<file path="config.mk">
export PLATFORM = sky130hd
export DESIGN_NAME = sr_write_ctrl
export DESIGN_NICKNAME = d
export VERILOG_FILES = /design/src/rtl/sr_write_ctrl_pkg.sv /design/src/rtl/sr_write_ctrl_cyc_timer.sv /design/src/rtl/sr_write_ctrl.sv
export VERILOG_INCLUDE_DIRS = /design/src /design/src/rtl
export SDC_FILE = /design/constraint.sdc
export NUM_CORES = 1
export LEC_CHECK = 0
export ABC_AREA = 1
export CAP_MARGIN = 0
export CORE_ASPECT_RATIO = 1.2
export CORE_MARGIN = 1.5
export CORE_UTILIZATION = 41
export DETAILED_ROUTE_END_ITERATION = 8
export PLACE_DENSITY = 0.87
export SLEW_MARGIN = 10
export SYNTH_ARGS = -nofsm -noshare
export SYNTH_HDL_FRONTEND = slang
export SYNTH_SLANG_ARGS = --single-unit
</file>
<file path="constraint.sdc">
create_clock -name clk -period 1.87 [get_ports clk]
set_input_delay 0.374 -clock clk [delete_from_list [all_inputs] [get_ports clk]]
set_output_delay 0.374 -clock clk [all_outputs]
set_load 0.1 [all_outputs]
</file>
<file path="src/rtl/sr_defs.vh">
// rtl/sr_defs.vh - shared state encodings and default timing for the SR write controller
`ifndef SR_DEFS_VH
`define SR_DEFS_VH

`define SR_ST_IDLE    3'd0
`define SR_ST_SETUP   3'd1
`define SR_ST_PULSE   3'd2
`define SR_ST_HOLD    3'd3
`define SR_ST_VERIFY  3'd4

`define SR_SETUP_CYC_DEF 1
`define SR_PULSE_CYC_DEF 2
`define SR_HOLD_CYC_DEF  1

`endif

</file>
<file path="src/rtl/sr_write_ctrl_pkg.sv">
// rtl/sr_write_ctrl_pkg.sv - state constants, timing defaults and helpers for sr_write_ctrl
package sr_write_ctrl_pkg;
`include "sr_defs.vh"

  localparam logic [2:0] ST_IDLE   = `SR_ST_IDLE;
  localparam logic [2:0] ST_SETUP  = `SR_ST_SETUP;
  localparam logic [2:0] ST_PULSE  = `SR_ST_PULSE;
  localparam logic [2:0] ST_HOLD   = `SR_ST_HOLD;
  localparam logic [2:0] ST_VERIFY = `SR_ST_VERIFY;

  localparam int SETUP_CYC_DEF = `SR_SETUP_CYC_DEF;
  localparam int PULSE_CYC_DEF = `SR_PULSE_CYC_DEF;
  localparam int HOLD_CYC_DEF  = `SR_HOLD_CYC_DEF;

  function automatic int max3(input int a, input int b, input int c);
    int m;
    m = (a > b) ? a : b;
    return (m > c) ? m : c;
  endfunction

endpackage

</file>
<file path="src/rtl/sr_write_ctrl_cyc_timer.sv">
// rtl/sr_write_ctrl_cyc_timer.sv - loadable down-counter with zero flag for phase timing
//
// Module sr_cyc_timer
//   clk      : clock
//   rst      : synchronous active-high reset (count -> 0)
//   load     : load load_val this cycle (takes priority over counting)
//   load_val : value loaded; a phase of N cycles loads N-1
//   zero     : count is zero (current phase ends this cycle)
module sr_cyc_timer
  import sr_write_ctrl_pkg::*;
#(
  parameter int W = 2
) (
  input  logic         clk,
  input  logic         rst,
  input  logic         load,
  input  logic [W-1:0] load_val,
  output logic         zero
);

  logic [W-1:0] count;

  always_ff @(posedge clk) begin
    if (rst) begin
      count <= '0;
    end else if (load) begin
      count <= load_val;
    end else if (count != '0) begin
      count <= count - 1'b1;
    end
  end

  assign zero = (count == '0);

endmodule

</file>
<file path="src/rtl/sr_write_ctrl.sv">
// rtl/sr_write_ctrl.sv - masked write controller for an enable-gated SR flip-flop bank
//
// Optional feature macro: SR_VERIFY_EN (adds a one-cycle q_in readback check).
//
// Ports
//   clk       : clock, rising edge
//   rst       : synchronous active-high reset; aborts any write in progress
//   req_valid : write request present
//   req_ready : high only in IDLE
//   req_data  : target bit values
//   req_mask  : 1 = write bit, 0 = leave bit unchanged
//   s_out     : set lines (data & mask) during SETUP/PULSE/HOLD, else 0
//   r_out     : reset lines (~data & mask) during SETUP/PULSE/HOLD, else 0
//   en_out    : latch enable, high for the PULSE phase only
//   q_in      : bank readback, sampled in VERIFY when SR_VERIFY_EN is defined
//   done      : one-cycle strobe on re-entry to IDLE
//   err       : one-cycle readback-mismatch strobe, coincident with done
module sr_write_ctrl
  import sr_write_ctrl_pkg::*;
#(
  parameter int WIDTH     = 8,
  parameter int SETUP_CYC = SETUP_CYC_DEF,
  parameter int PULSE_CYC = PULSE_CYC_DEF,
  parameter int HOLD_CYC  = HOLD_CYC_DEF
) (
  input  logic             clk,
  input  logic             rst,
  input  logic             req_valid,
  output logic             req_ready,
  input  logic [WIDTH-1:0] req_data,
  input  logic [WIDTH-1:0] req_mask,
  output logic [WIDTH-1:0] s_out,
  output logic [WIDTH-1:0] r_out,
  output logic             en_out,
  input  logic [WIDTH-1:0] q_in,
  output logic             done,
  output logic             err
);

  localparam int CW = $clog2(max3(SETUP_CYC, PULSE_CYC, HOLD_CYC)) + 1;
  localparam logic [CW-1:0] SETUP_LD = CW'(SETUP_CYC - 1);
  localparam logic [CW-1:0] PULSE_LD = CW'(PULSE_CYC - 1);
  localparam logic [CW-1:0] HOLD_LD  = CW'(HOLD_CYC - 1);

  logic [2:0]       state;
  logic [WIDTH-1:0] data_r;
  logic [WIDTH-1:0] mask_r;
  logic             tmr_load;
  logic [CW-1:0]    tmr_val;
  logic             tmr_zero;
  logic             accept;
  logic             drive;

  assign req_ready = (state == ST_IDLE);
  assign accept    = req_valid && req_ready;

  // s and r are derived from the same registered mask with complementary data,
  // so they can never both be high on a bit; gating by phase keeps the bank
  // inputs quiet whenever en_out could not be near a transition.
  assign drive  = (state == ST_SETUP) || (state == ST_PULSE) || (state == ST_HOLD);
  assign s_out  = drive ? (data_r & mask_r) : '0;
  assign r_out  = drive ? (~data_r & mask_r) : '0;
  assign en_out = (state == ST_PULSE);

  // The timer is reloaded on every entry into a timed phase.
  always_comb begin
    tmr_load = 1'b0;
    tmr_val  = SETUP_LD;
    case (state)
      ST_IDLE: begin
        tmr_load = accept && (req_mask != '0);
        tmr_val  = SETUP_LD;
      end
      ST_SETUP: begin
        tmr_load = tmr_zero;
        tmr_val  = PULSE_LD;
      end
      ST_PULSE: begin
        tmr_load = tmr_zero;
        tmr_val  = HOLD_LD;
      end
      default: begin
        tmr_load = 1'b0;
        tmr_val  = SETUP_LD;
      end
    endcase
  end

  sr_cyc_timer #(.W(CW)) u_timer (
    .clk      (clk),
    .rst      (rst),
    .load     (tmr_load),
    .load_val (tmr_val),
    .zero     (tmr_zero)
  );

  always_ff @(posedge clk) begin
    if (rst) begin
      state  <= ST_IDLE;
      data_r <= '0;
      mask_r <= '0;
      done   <= 1'b0;
      err    <= 1'b0;
    end else begin
      done <= 1'b0;
      err  <= 1'b0;
      case (state)
        ST_IDLE: begin
          if (accept) begin
            data_r <= req_data;
            mask_r <= req_mask;
            // An empty mask writes nothing, so skip straight to completion.
            if (req_mask == '0) begin
              done <= 1'b1;
            end else begin
              state <= ST_SETUP;
            end
          end
        end
        ST_SETUP: begin
          if (tmr_zero) state <= ST_PULSE;
        end
        ST_PULSE: begin
          if (tmr_zero) state <= ST_HOLD;
        end
        ST_HOLD: begin
          if (tmr_zero) begin
`ifdef SR_VERIFY_EN
            state <= ST_VERIFY;
`else
            state <= ST_IDLE;
            done  <= 1'b1;
`endif
          end
        end
`ifdef SR_VERIFY_EN
        ST_VERIFY: begin
          state <= ST_IDLE;
          done  <= 1'b1;
          err   <= |((q_in ^ data_r) & mask_r);
        end
`endif
        default: begin
          state <= ST_IDLE;
        end
      endcase
    end
  end

`ifndef SR_VERIFY_EN
  logic unused_q;
  assign unused_q = ^q_in;
`endif

endmodule

</file>
# --- After elaboration in Yosys (flattened, before gate mapping) ---
# Index checks and enable logic that the tools add are counted.
totals:
  regBits: 22
  in_bits: 27
  output_inout_bits: 20
  word_cells: 46
classes:
  n_addsub: 1
  eq_ne: 8
  n_mux: 16
  bitwise: 3
  n_reduce_logical: 13
op_table:
  columns: ["op", "n"]
  rows:
  - ["AND 8 bit", 2]
  - ["2-to-1 mux 8 bit", 2]
  - ["2-to-1 mux 3 bit", 5]
  - ["one-hot mux 3 bit (4 select lines)", 1]
  - ["zero test 8 bit", 1]
  - ["inverter 8 bit", 1]
  - ["nonzero test 8 bit", 1]
  - ["equality test 3 x 2 -> 1 bit (second input constant)", 2]
  - ["!= test 2 bit (second input constant)", 3]
  - ["AND reduction 5 bit", 1]
  - ["2-to-1 mux 1 bit", 4]
  - ["2-to-1 mux 2 bit", 2]
  - ["!= test 2 x 1 -> 1 bit (second input constant)", 2]
  - ["one-hot mux 1 bit (2 select lines)", 2]
  - ["nonzero test 2 bit", 2]
  - ["equality test 3 x 1 -> 1 bit (second input constant)", 1]
  - ["zero test 3 bit", 1]
  - ["logical AND 1 bit", 2]
  - ["zero test 2 bit", 1]
  - ["logical OR 1 bit", 2]
  - ["AND reduction 2 bit", 1]
  - ["OR reduction 2 bit", 1]
  - ["subtractor 2 x 1 -> 2 bit (second input constant)", 1]

# --- Logic depth before layout (Yosys ltp) ---
# Gate-level depths: netlist of the first run.
depth:
  depth_word: 5
  mapped_depth: 10
  ltp_nobuf: 10

# --- Hierarchy ---
# Synthesis of the first run repeated with hierarchy kept, for this count alone.
unflattened:
  cells_unflattened: 157
  hier_area_um2: 1088.5
by_module_without_submodules:
  columns: ["mod", "instances", "cells_per_inst", "area_per_inst_um2", "seq_area_each_um2"]
  rows:
  - ["sr_write_ctrl", 1, 140, 974.7, 380.4]
  - ["sr_cyc_timer", 1, 17, 113.9, 40.0]

# --- Worst setup path after synthesis of the first run ---
# Ideal clock, no wire load.
synth_path:
  kind: "register to output"
  startpoint: "register state[0]"
  endpoint: "output port r_out[5]"
  t_arrival_ns: 3.044
  t_required_ns: 1.496
  slack_ns: -1.548
  stages_incl_launch_ff: 6
  path_buffers: 2
  path_cell_list: "dfxtp_1 inv_1 ha_1 clkbuf_1 buf_2 nor3_1"
synth_via:
  elab_chain_len: 4
  elab_cells_between_ends: 6
  cone_classes: "eq/ne (3); mux (1); reduce/logical (2)"
synth_lines:
  columns: ["element", "line_no", "source"]
  rows:
  - ["from (decl)", "sr_write_ctrl.sv:45", "logic [2:0] state;"]
  - ["from (signal assigned)", "sr_write_ctrl.sv:99", "state <= ST_IDLE;"]
  - ["from (signal assigned)", "sr_write_ctrl.sv:116", "state <= ST_SETUP;"]
  - ["from (signal assigned)", "sr_write_ctrl.sv:121", "if (tmr_zero) state <= ST_PULSE;"]
  - ["equality test 3 x 1 -> 1 bit or equality test 3 x 2 -> 1 bit (tied branches)", "sr_write_ctrl.sv:60", "assign drive = (state == ST_SETUP) || (state == ST_PULSE) || (state == ST_HOLD);"]
  - ["logical OR 1 bit", "sr_write_ctrl.sv:60", null]
  - ["logical OR 1 bit *", "sr_write_ctrl.sv:60", null]
  - ["2-to-1 mux 8 bit *", "sr_write_ctrl.sv:62", "assign r_out = drive ? (~data_r & mask_r) : '0;"]
  - ["to (decl)", "sr_write_ctrl.sv:33", "output logic [WIDTH-1:0] r_out,"]
# Every way passes the cells marked *; elsewhere a longest branch is shown, timed or not.

# --- Worst setup path after layout of the first run ---
layout_path:
  startpoint: "register state[0]"
  endpoint: "output port r_out[1]"
# The elaborated chain is that of the path after synthesis.

==> results.md, run 1 <==
* Run status: finished clean
* CTS clk-pin slew, worst paths at 110 ps
* Post-synth top area share at 39.0%
* Ys flop type: dfxtp_1
* Worst R2R Start: state[0]
* H-tree levels at 1
* CP Data Required Time at 1500 ps
* Largest net degree at the start of global routing at 24
* Largest family of logic cells by synthesized area: simple AND/OR/NAND/NOR gates
* Yosys reg bits at 21
* CP Capture Type: output pin
* Crit-path max FO at 8
* Seq/Total Area, Yosys at 39.0%
* Final Slew Violations at 0
* Root buffer cell: clkbuf_4
* Min Hold Slack at 513 ps
* Vias/cell at 5.00
* Detailed Route WL at 3010 um
* Detail Route Antenna Nets at 0
* Critical path type: flop to output pin
* Setup-failing EPs final at 0
* Most frequent cell after synthesis: nor2_1
* Syn_area_per_cell at 6.95 sq um
* RSZ-0062 raised after global routing: true
* Asr flop ratio synth at 0%
* Num ports at 47
* Nets at 233
* ANT cells at 0
* Die Area at 2950 sq um
* Max-cap check violation count at 0
* Multiplexer share of the synthesized area at 0%
* Post-synthesis xor/xnor area fraction at 0.813%
* Reg2reg setup slack at 250 ps
* Num Clock Sinks at 21
* Setup ws final at 6.84 ps
* TritonCTS buffer count at 3
* Fraction of layout cells with a size suffix above 1 at 31.3%
* Dpl hpwl at 2090 um
* Syn_nets at 189
* GP Congestion at 0.814
* Leak pwr at 0.000781 uW
* Vias in the first global route at 1034
* Tmin final at 1860 ps
* Skew final at 10.6 ps
* Global Route Usage Sum at 19.6%
* Setup Slack @ Placement at 184 ps
* Mapped Cells at 155
* First-pass GRT wire length at 4290 um
* Max clock buf depth at 2
* Overall power at 2880 uW
* Via count at 1154
* Initial antenna violation count at 0
* Ys Warns at 0
* CTS tree: built
* Hold Path Cell Cnt at 2
* Commonest cells post-synth: 35 x nor2_1, 21 x dfxtp_1, 20 x nand2_1
* Synth unique cells at 23
* FMAX at 537 MHz
* PwrDens at 1500 nW/um^2
* Post-Syn Area at 1080 sq um
* Die X at 49.8 um
* DIE HEIGHT at 59.2 um
* Post-synthesis compound-gate area fraction at 14.3%
* # rows at 20
* Clock Latency Late Sink at 320 ps
* Yosys top cell by area: dfxtp_1
* Sink of the worst hold path: mask_r[7]
* Core Area at 2500 sq um
* WP data arrival at 1490 ps
* Hold-fix buffers, CTS at 0
* Adder-cell share of the synthesized area at 8.13%
* Starting Density at 43.0%
* R2R depth at 10
* Layout area overhead at 79.0%
* EDFF count, synth at 0
* Synth Area in Simple Gates at 26.9%
* Starting DRC count in detailed routing at 23
* Post-route DRC violation count at 0
* Hold Crit Start: mask_r[7]
* Relative slew slack at 65.3%
* Hold Crit Class: flop to flop
* Port buffer count at 37
* Synth top area cells: dfxtp_1 39%, nor2_1 12%, ha_1 8.1%, o21ai_0 7.9%, nand2_1 7.0%
* Final hold violation count at 0
* Reg2Reg Capture Point: u_timer.count[0]
* Total grt overflow at 0
* Router iterations before antenna repair at 4
* Critical path launch point type: flop
* Period utilization at 99.6%
* WL/cell at 13.0 um
* Max VDD drop at 0.00164 V
* Worst slew pin tran at 520 ps
-- layer usage --
metal  share of wire (%)  up-vias  global-route usage, %
met2                  54       48                   38.1
li1                    -      571                      -
met4                 3.4        0                   11.9
met5                   0        -                      0
met3                 5.0        9                   1.52
met1                  38      526                   20.4
-- critical path: stages (launching register included) --
cell	delay, ps
dfxtp_4	380
inv_4	40
ha_4	170
buf_12	150
nor3_4	220
buf_12	200
-- kinds of logic (layout without fill, tap and decap cells) --
logic type,after synthesis,after routing
compound gates,29,29
xor+xnor,1,1
fa+ha+maj,7,7
buf+inv,27,70
flops,21,21
other cells,1,1
simple gates,69,69
-- what timing repair did --
action	CTS	global route
gates resized for setup	2	3
endpoints found under the setup margin	16	12
pin swaps	0	2
hold endpoints to repair	0	0
setup buffers	4	5
gates cloned	0	0
-- worst max path at each step --
stage / start / slack, ps / cells past startpoint / endpoint
6_report: state[0] / 7 / 5 / r_out[1]
3_3_place_gp: req_valid / 260 / 7 / u_timer.count[1]
3_5_place_dp: req_valid / 180 / 8 / u_timer.count[0]
2_1_floorplan: state[0] / -130 / 5 / r_out[5]
4_1_cts: state[1] / -5 / 5 / r_out[1]
5_1_grt: state[0] / -30 / 5 / r_out[1]
-- stage by stage --
step                cells  cell area (sq um)  utilization (%)  setup TNS, ps
CTS                   226               1870             74.7          -5.49
floorplan             155               1280                -          -1050
detailed placement    218               1800             71.9              0
global route          231               1930             77.1          -38.5
global placement      218               1800             71.9              0
finish                231               1930             77.1              0
-- layout make-up --
class / count / area, sq um
clock buffer: 3 / 22.5
clock inverter: 1 / 5.00
fill: 173 / 574
inverter: 19 / 76.3
multi-input combinational: 107 / 707
sequential: 21 / 428
tap: 33 / 41.3
timing repair buffer: 47 / 648
-- cells in the final DEF, fill, tap and decap left out --
cell type	count
buf_12	20
inv_2	2
nor2_2	1
nor3b_4	1
clkinv_2	1
o21ai_2	1
nor2_4	8
a21oi_1	7
dfxtp_4	2
ha_4	1
nor3_4	7
buf_4	9
xor2_1	1
o21bai_1	1
o21ai_1	2
nand2_1	20
o21ai_0	17
inv_4	2
nor3_2	1
clkdlybuf4s50_1	18
a22oi_1	1
ha_1	6
inv_1	15
nor2_1	27
nand2_2	3
clkbuf_4	3
dfxtp_1	19
conb_1	1
and3_1	1
-- where the power goes --
part,total (uW),switching (uW),internal [uW],leakage [uW]
clock network,223,143,80.1,0.0000177
logic,1960,1220,735,0.000588
registers,703,114,590,0.000175
total,2880,1480,1400,0.000781
-- sequential cells by signal, indices dropped and copies added (netlist names) --
name / flops
data_r: 8
done: 1
mask_r: 8
state: 2
u_timer.count: 2
Note: power is estimated with default switching activity, not from simulation.
==> inputs of run 2 (changes only) <==
Settings changed: CORE_UTILIZATION 41 to 43, CTS_BUF_LIST set to sky130_fd_sc_hd__clkbuf_4 sky130_fd_sc_hd__clkbuf_8, CTS_CLUSTER_SIZE set to 40, PLACE_DENSITY 0.87 to 0.84.
==> run 2 against run 1 <==
  * The run now ends with setup timing left
  * Global-route usage is 4.8 points higher
  * Die area is 4.4% lower
  * Worst hold slack improved by 28 ps
  * Power increased by 2.0%
  * Cell count shrank 1.3%
  * Fmax is 4.9% lower
  * Worst setup slack lost 96 ps
  * Critical path depth stayed put
  * Clock skew fell by 3.4 ps
  * First-iteration DRC count increased by 61%
  * Wire length rose by 18%
==> results.md, run 2 (synthesized netlist as in run 1, its figures left out) <==
* CTS tree: built (unchanged)
* WL/cell at 15.5 um (was 13.0 um)
* Router iterations before antenna repair at 4 (unchanged)
* Total grt overflow at 0 (unchanged)
* Max-cap check violation count at 0 (unchanged)
* CP Data Required Time at 1500 ps (about the same)
* Critical path type: flop to output pin (unchanged)
* P_int at 1430 uW (was 1400 uW)
* Num ports at 47 (unchanged)
* WP data arrival at 1580 ps (was 1490 ps)
* Final hold violation count at 0 (unchanged)
* Die X at 48.7 um (was 49.8 um)
* Relative slew slack at 63.6% (was 65.3%)
* Psw at 1520 uW (was 1480 uW)
* Detail Route Antenna Nets at 0 (unchanged)
* Run status: finished with violations (was finished clean)
* Family with the most delay on the worst path: buffers and inverters (unchanged)
* Via count at 1186 (was 1154)
* ANT cells at 0 (unchanged)
* Final Slew Violations at 0 (unchanged)
* Post-route insts no fill at 228 (was 231)
* Detailed Route WL at 3540 um (was 3010 um)
* Hold Crit Class: flop to flop (unchanged)
* Starting DRC count in detailed routing at 37 (was 23)
* Starting Density at 46.2% (was 43.0%)
* Nets at 232 (was 233)
* Placed insts at 216 (was 218)
* Skew final at 7.24 ps (was 10.6 ps)
* Period utilization at 105% (was 99.6%)
* Root buffer cell: clkbuf_4 (unchanged)
* Max clock buf depth at 2 (unchanged)
* Violated checks: setup timing
* Clock power frac at 8.5% (was 7.7%)
* Seq pwr share at 24.8% (was 24.4%)
* Core Area at 2330 sq um (was 2500 sq um)
* Port buffer count at 37 (unchanged)
* Layout area overhead at 79.0% (unchanged)
* Max VDD drop at 0.00153 V (was 0.00164 V)
* Hold-fix buffers, CTS at 0 (unchanged)
* PwrDens at 1530 nW/um^2 (was 1500 nW/um^2)
* Initial antenna violation count at 0 (unchanged)
* Clock Latency Late Sink at 320 ps (about the same)
* Crit-path max cell delay at 410 ps (was 380 ps)
* Crit path launch: state[0] (unchanged)
* # rows at 19 (was 20)
* Largest registers: data_r: 8 flops, mask_r: 8 flops (unchanged)
* Worst slew pin tran at 545 ps (was 520 ps)
* Commonest non-fill, non-tap cell in the layout: nor2_1 (unchanged)
* Num Clock Sinks at 21 (unchanged)
* Dpl hpwl at 2280 um (was 2090 um)
* Setup TNS at -119 ps (was 0 ps)
* Combinational power share at 66.7% (was 67.9%)
* Largest net degree at the start of global routing at 24 (unchanged)
* TritonCTS buffer count at 3 (unchanged)
* Worst R2R Start: state[1] (was state[0])
* GP Congestion at 0.753 (was 0.814)
* Fraction of layout cells with a size suffix above 1 at 31.0% (was 31.3%)
* Crit-path max FO at 8 (unchanged)
* Post-route DRC violation count at 0 (unchanged)
* H-tree levels at 1 (unchanged)
* Setup-failing EPs final at 2 (was 0)
* First-pass GRT wire length at 5370 um (was 4290 um)
* CP most frequent cell: buf_12 (unchanged)
* CTS clk-pin slew, worst paths at 120 ps (was 110 ps)
* Crit path max-delay cell type: dfxtp_4 (unchanged)
* Tmin final at 1960 ps (was 1860 ps)
* Hold Crit Start: mask_r[1] (was mask_r[7])
* DIE HEIGHT at 57.8 um (was 59.2 um)
* Vias in the first global route at 1196 (was 1034)
* Setup ws final at -88.7 ps (was 6.84 ps)
* Most frequent cells in the layout: 27 x nor2_1, 20 x nand2_1, 20 x buf_12 (unchanged)
* Critical path launch point type: flop (unchanged)
* Vias/cell at 5.20 (was 5.00)
* Die Area at 2820 sq um (was 2950 sq um)
* Cells along the critical path: inv_4 -> ha_4 -> buf_12 -> nor3_4 -> buf_12 (unchanged)
* Worst path bufs/invs at 3 (unchanged)
* Leak pwr at 0.000778 uW (was 0.000781 uW)
* RSZ-0062 raised after global routing: true (unchanged)
* CP Capture Type: output pin (unchanged)
* Global Route Usage Sum at 24.5% (was 19.6%)
* FMAX at 511 MHz (was 537 MHz)
* Sw Ratio at 51.5% (was 51.3%)
## run 2: cell types whose count changed in the layout (fill, tap and decap cells not counted)
cell / previous run / this run
clkbuf_4: 3 / 4
buf_4: 9 / 6
clkinv_2: 1 / 0
buf_6: 0 / 2
## run 2: final cells by class
cell class | count | area, sq um
sequential | 21 | 428
multi-input combinational | 107 | 707
inverter | 19 | 76.3
clock buffer | 4 | 30.0
timing repair buffer | 46 | 648
tap | 31 | 38.8
fill | 134 | 402
## run 2: worst min-delay path, stage by stage (launching register included)
cell,delay [ps]
dfxtp_1,330
inv_1,110
a21oi_1,70
## run 2: per-stage QoR
stage | instance area [sq um] | utilization [%] | hold WS, ps | setup WS (ps) | total power (uW)
4_1_cts | 1870 | 80.2 | 527 | 1.64 | 2770
5_1_grt | 1930 | 82.8 | 574 | -102 | 3070
6_report | 1930 | 82.8 | 541 | -88.7 | 2940
2_1_floorplan | 1280 | - | 445 | -130 | 2040
3_5_place_dp | 1800 | 77.1 | 514 | 192 | 2440
3_3_place_gp | 1800 | 77.1 | 491 | 251 | 2360
## run 2: power by group through the flow
| stage | Combinational [uW] | Clock, uW | Sequential (uW) |
|---|---|---|---|
| CTS | 1820 | 243 | 714 |
| floorplan | 1340 | 0 | 706 |
| global route | 2070 | 261 | 739 |
| global placement | 1660 | 0 | 702 |
| finish | 1960 | 250 | 729 |
| detailed placement | 1720 | 0 | 718 |
## run 2: path summary, 6_finish.rpt
path | to | slack [ps] | cells past startpoint
worst min-delay path | mask_r[1] | 540 | 2
worst max register to register | u_timer.count[0] | 240 | 11
worst min register to register | mask_r[1] | 540 | 2
worst max-delay path | r_out[5] | -90 | 5
## run 2: routing by layer
metal	track usage, %	routed length (um)	vias to the layer above
met1	26.6	1420	571
met2	48.5	1930	39
met3	2.06	119	8
met5	0	0	-
met4	9.80	77	0
li1	-	-	568
## run 2: repair_timing
action                     in CTS  in global routing
setup endpoints to repair      16                 12
gates resized for setup         2                  5
buffers inserted                4                  4
pin swaps                       0                  3
==> inputs of run 3 (changes only) <==
Settings changed: ABC_CLOCK_PERIOD_IN_PS set to 1870, SKIP_LAST_GASP set to 1.
==> run 3 against run 2 <==
  * The flow still finishes with violations (setup timing)
  * Cell count is the same
  * Die area unchanged
  * Clock power is 2% lower
  * Utilization fell by 0.32 points
  * Worst setup slack gained 38 ps
  * Clock skew shrank 1.5 ps
  * Critical endpoint unchanged
  * Worst hold slack about the same
==> results.md, run 3 (synthesized netlist as in run 1, its figures left out) <==
* Run status: finished with violations (unchanged)
* Violated checks: setup timing (unchanged)
* CP Data Required Time at 1500 ps (about the same)
* # fillers at 137 (was 134)
* WP data arrival at 1550 ps (was 1580 ps)
* Leak pwr at 0.000776 uW (was 0.000778 uW)
* Min Hold Slack at 541 ps (about the same)
* Critical path type: flop to output pin (unchanged)
* FMAX at 521 MHz (was 511 MHz)
* CP most frequent cell: buf_12 (unchanged)
* First-pass GRT wire length at 5370 um (unchanged)
* Footprint of the multi-input gates at 707 sq um (unchanged)
* Layout Cell Area excl Fill at 1920 sq um (was 1930 sq um)
* Critical path launch point type: flop (unchanged)
* Sequential cell area at 428 sq um (unchanged)
* Max-cap check violation count at 0 (unchanged)
* Core Area at 2330 sq um (unchanged)
* Setup-failing EPs final at 4 (was 2)
* CTS tree: built (unchanged)
* Final Slew Violations at 0 (unchanged)
* Post-DP Area at 1800 sq um (unchanged)
* Num Clock Sinks at 21 (unchanged)
* DIE HEIGHT at 57.8 um (unchanged)
* Die X at 48.7 um (unchanged)
* Num ports at 47 (unchanged)
* CTS clk-pin slew, worst paths at 120 ps (about the same)
* Die Area at 2820 sq um (unchanged)
* Period utilization at 103% (was 105%)
* Clock Latency Late Sink at 320 ps (about the same)
* Layout area overhead at 78.3% (was 79.0%)
* Hold-fix buffers, CTS at 0 (unchanged)
* Port buffer count at 37 (unchanged)
* Worst slew pin tran at 534 ps (was 545 ps)
* ANT cells at 0 (unchanged)
* Skew final at 5.77 ps (was 7.24 ps)
* Vias/cell at 5.22 (was 5.20)
* Fraction of layout cells with a size suffix above 1 at 31.0% (unchanged)
* Post-route DRC violation count at 0 (unchanged)
* Most frequent cells in the layout: 27 x nor2_1, 20 x nand2_1, 20 x buf_12 (unchanged)
* Crit path max-delay cell type: dfxtp_4 (unchanged)
* Crit-path max cell delay at 410 ps (about the same)
* Largest net degree at the start of global routing at 24 (unchanged)
* Max VDD drop at 0.00153 V (about the same)
* Starting DRC count in detailed routing at 39 (was 37)
* Relative slew slack at 64.4% (was 63.6%)
* RSZ-0062 raised after global routing: true (unchanged)
* Global Route Usage Sum at 24.5% (unchanged)
* WL/cell at 15.1 um (was 15.5 um)
* Commonest non-fill, non-tap cell in the layout: nor2_1 (unchanged)
* Dpl hpwl at 2280 um (unchanged)
* Cells along the critical path: inv_4 -> ha_4 -> buf_12 -> nor3_4 -> buf_12 (unchanged)
* Vias in the first global route at 1196 (unchanged)
* Final hold violation count at 0 (unchanged)
* Hold Crit Class: flop to flop (unchanged)
* Nets at 232 (unchanged)
* Detail Route Antenna Nets at 0 (unchanged)
* Root buffer cell: clkbuf_4 (unchanged)
* Via count at 1190 (was 1186)
* Max clock buf depth at 2 (unchanged)
* Total grt overflow at 0 (unchanged)
* TritonCTS buffer count at 3 (unchanged)
* GP Congestion at 0.753 (unchanged)
* Detailed Route WL at 3440 um (was 3540 um)
* Setup ws final at -51.0 ps (was -88.7 ps)
* Largest registers: data_r: 8 flops, mask_r: 8 flops (unchanged)
* Crit-path max FO at 8 (unchanged)
* Initial antenna violation count at 0 (unchanged)
* CP Capture Type: output pin (unchanged)
* # rows at 19 (unchanged)
* Tmin final at 1920 ps (was 1960 ps)
* Router iterations before antenna repair at 4 (unchanged)
* PwrDens at 1520 nW/um^2 (was 1530 nW/um^2)
* H-tree levels at 1 (unchanged)
* Starting Density at 46.2% (unchanged)
[run 3: final timing paths]
check	from	cells past startpoint	slack [ps]	to
hold reg to reg	mask_r[1]	2	540	mask_r[1]
setup reg to reg	state[1]	11	240	u_timer.count[0]
hold / removal	mask_r[1]	2	540	mask_r[1]
setup / recovery	state[0]	5	-50	r_out[5]
[run 3: power breakdown]
part	total, uW	switching, uW	leakage, uW	internal [uW]
logic	1950	1220	0.000583	725
clock network	246	148	0.0000184	98.1
registers	726	136	0.000175	590
[run 3: metal layers]
| metal | wire, um | up-vias | track usage (%) |
|---|---|---|---|
| met3 | 126 | 8 | 2.06 |
| met4 | 51 | 0 | 9.80 |
| met1 | 1330 | 571 | 26.6 |
| met5 | 0 | - | 0 |
| li1 | - | 569 | - |
| met2 | 1930 | 42 | 48.5 |
[run 3: cell type report]
type / count / area share, %
Multi-Input combinational cell: 107 / 36.8
Clock buffer: 4 / 1.56
Sequential cell: 21 / 22.3
Tap cell: 31 / 2.02
Timing Repair Buffer: 46 / 33.4
Inverter: 19 / 3.97
[run 3: what timing repair did]
action                                  in CTS  in global routing
pin swaps                                    0                  1
buffers inserted                             4                  4
endpoints found under the setup margin      16                 12
resized for setup                            2                  3
[run 3: through the flow]
step,cells,worst slack (ps),TNS [ps],total power [uW],utilization [%]
floorplan,155,-130,-1050,2040,-
global placement,216,251,0,2360,77.1
detailed placement,216,192,0,2440,77.1
CTS,224,1.64,0,2770,80.2
global route,228,-90.3,-491,3060,82.4
finish,228,-51.0,-119,2920,82.4
[run 3: critical path: cells and delay by family (launching register included)]
kind	cells	cell delay (ps)
simple gates	1	210
fa+ha+maj	1	180
flops	1	410
buf+inv	3	410
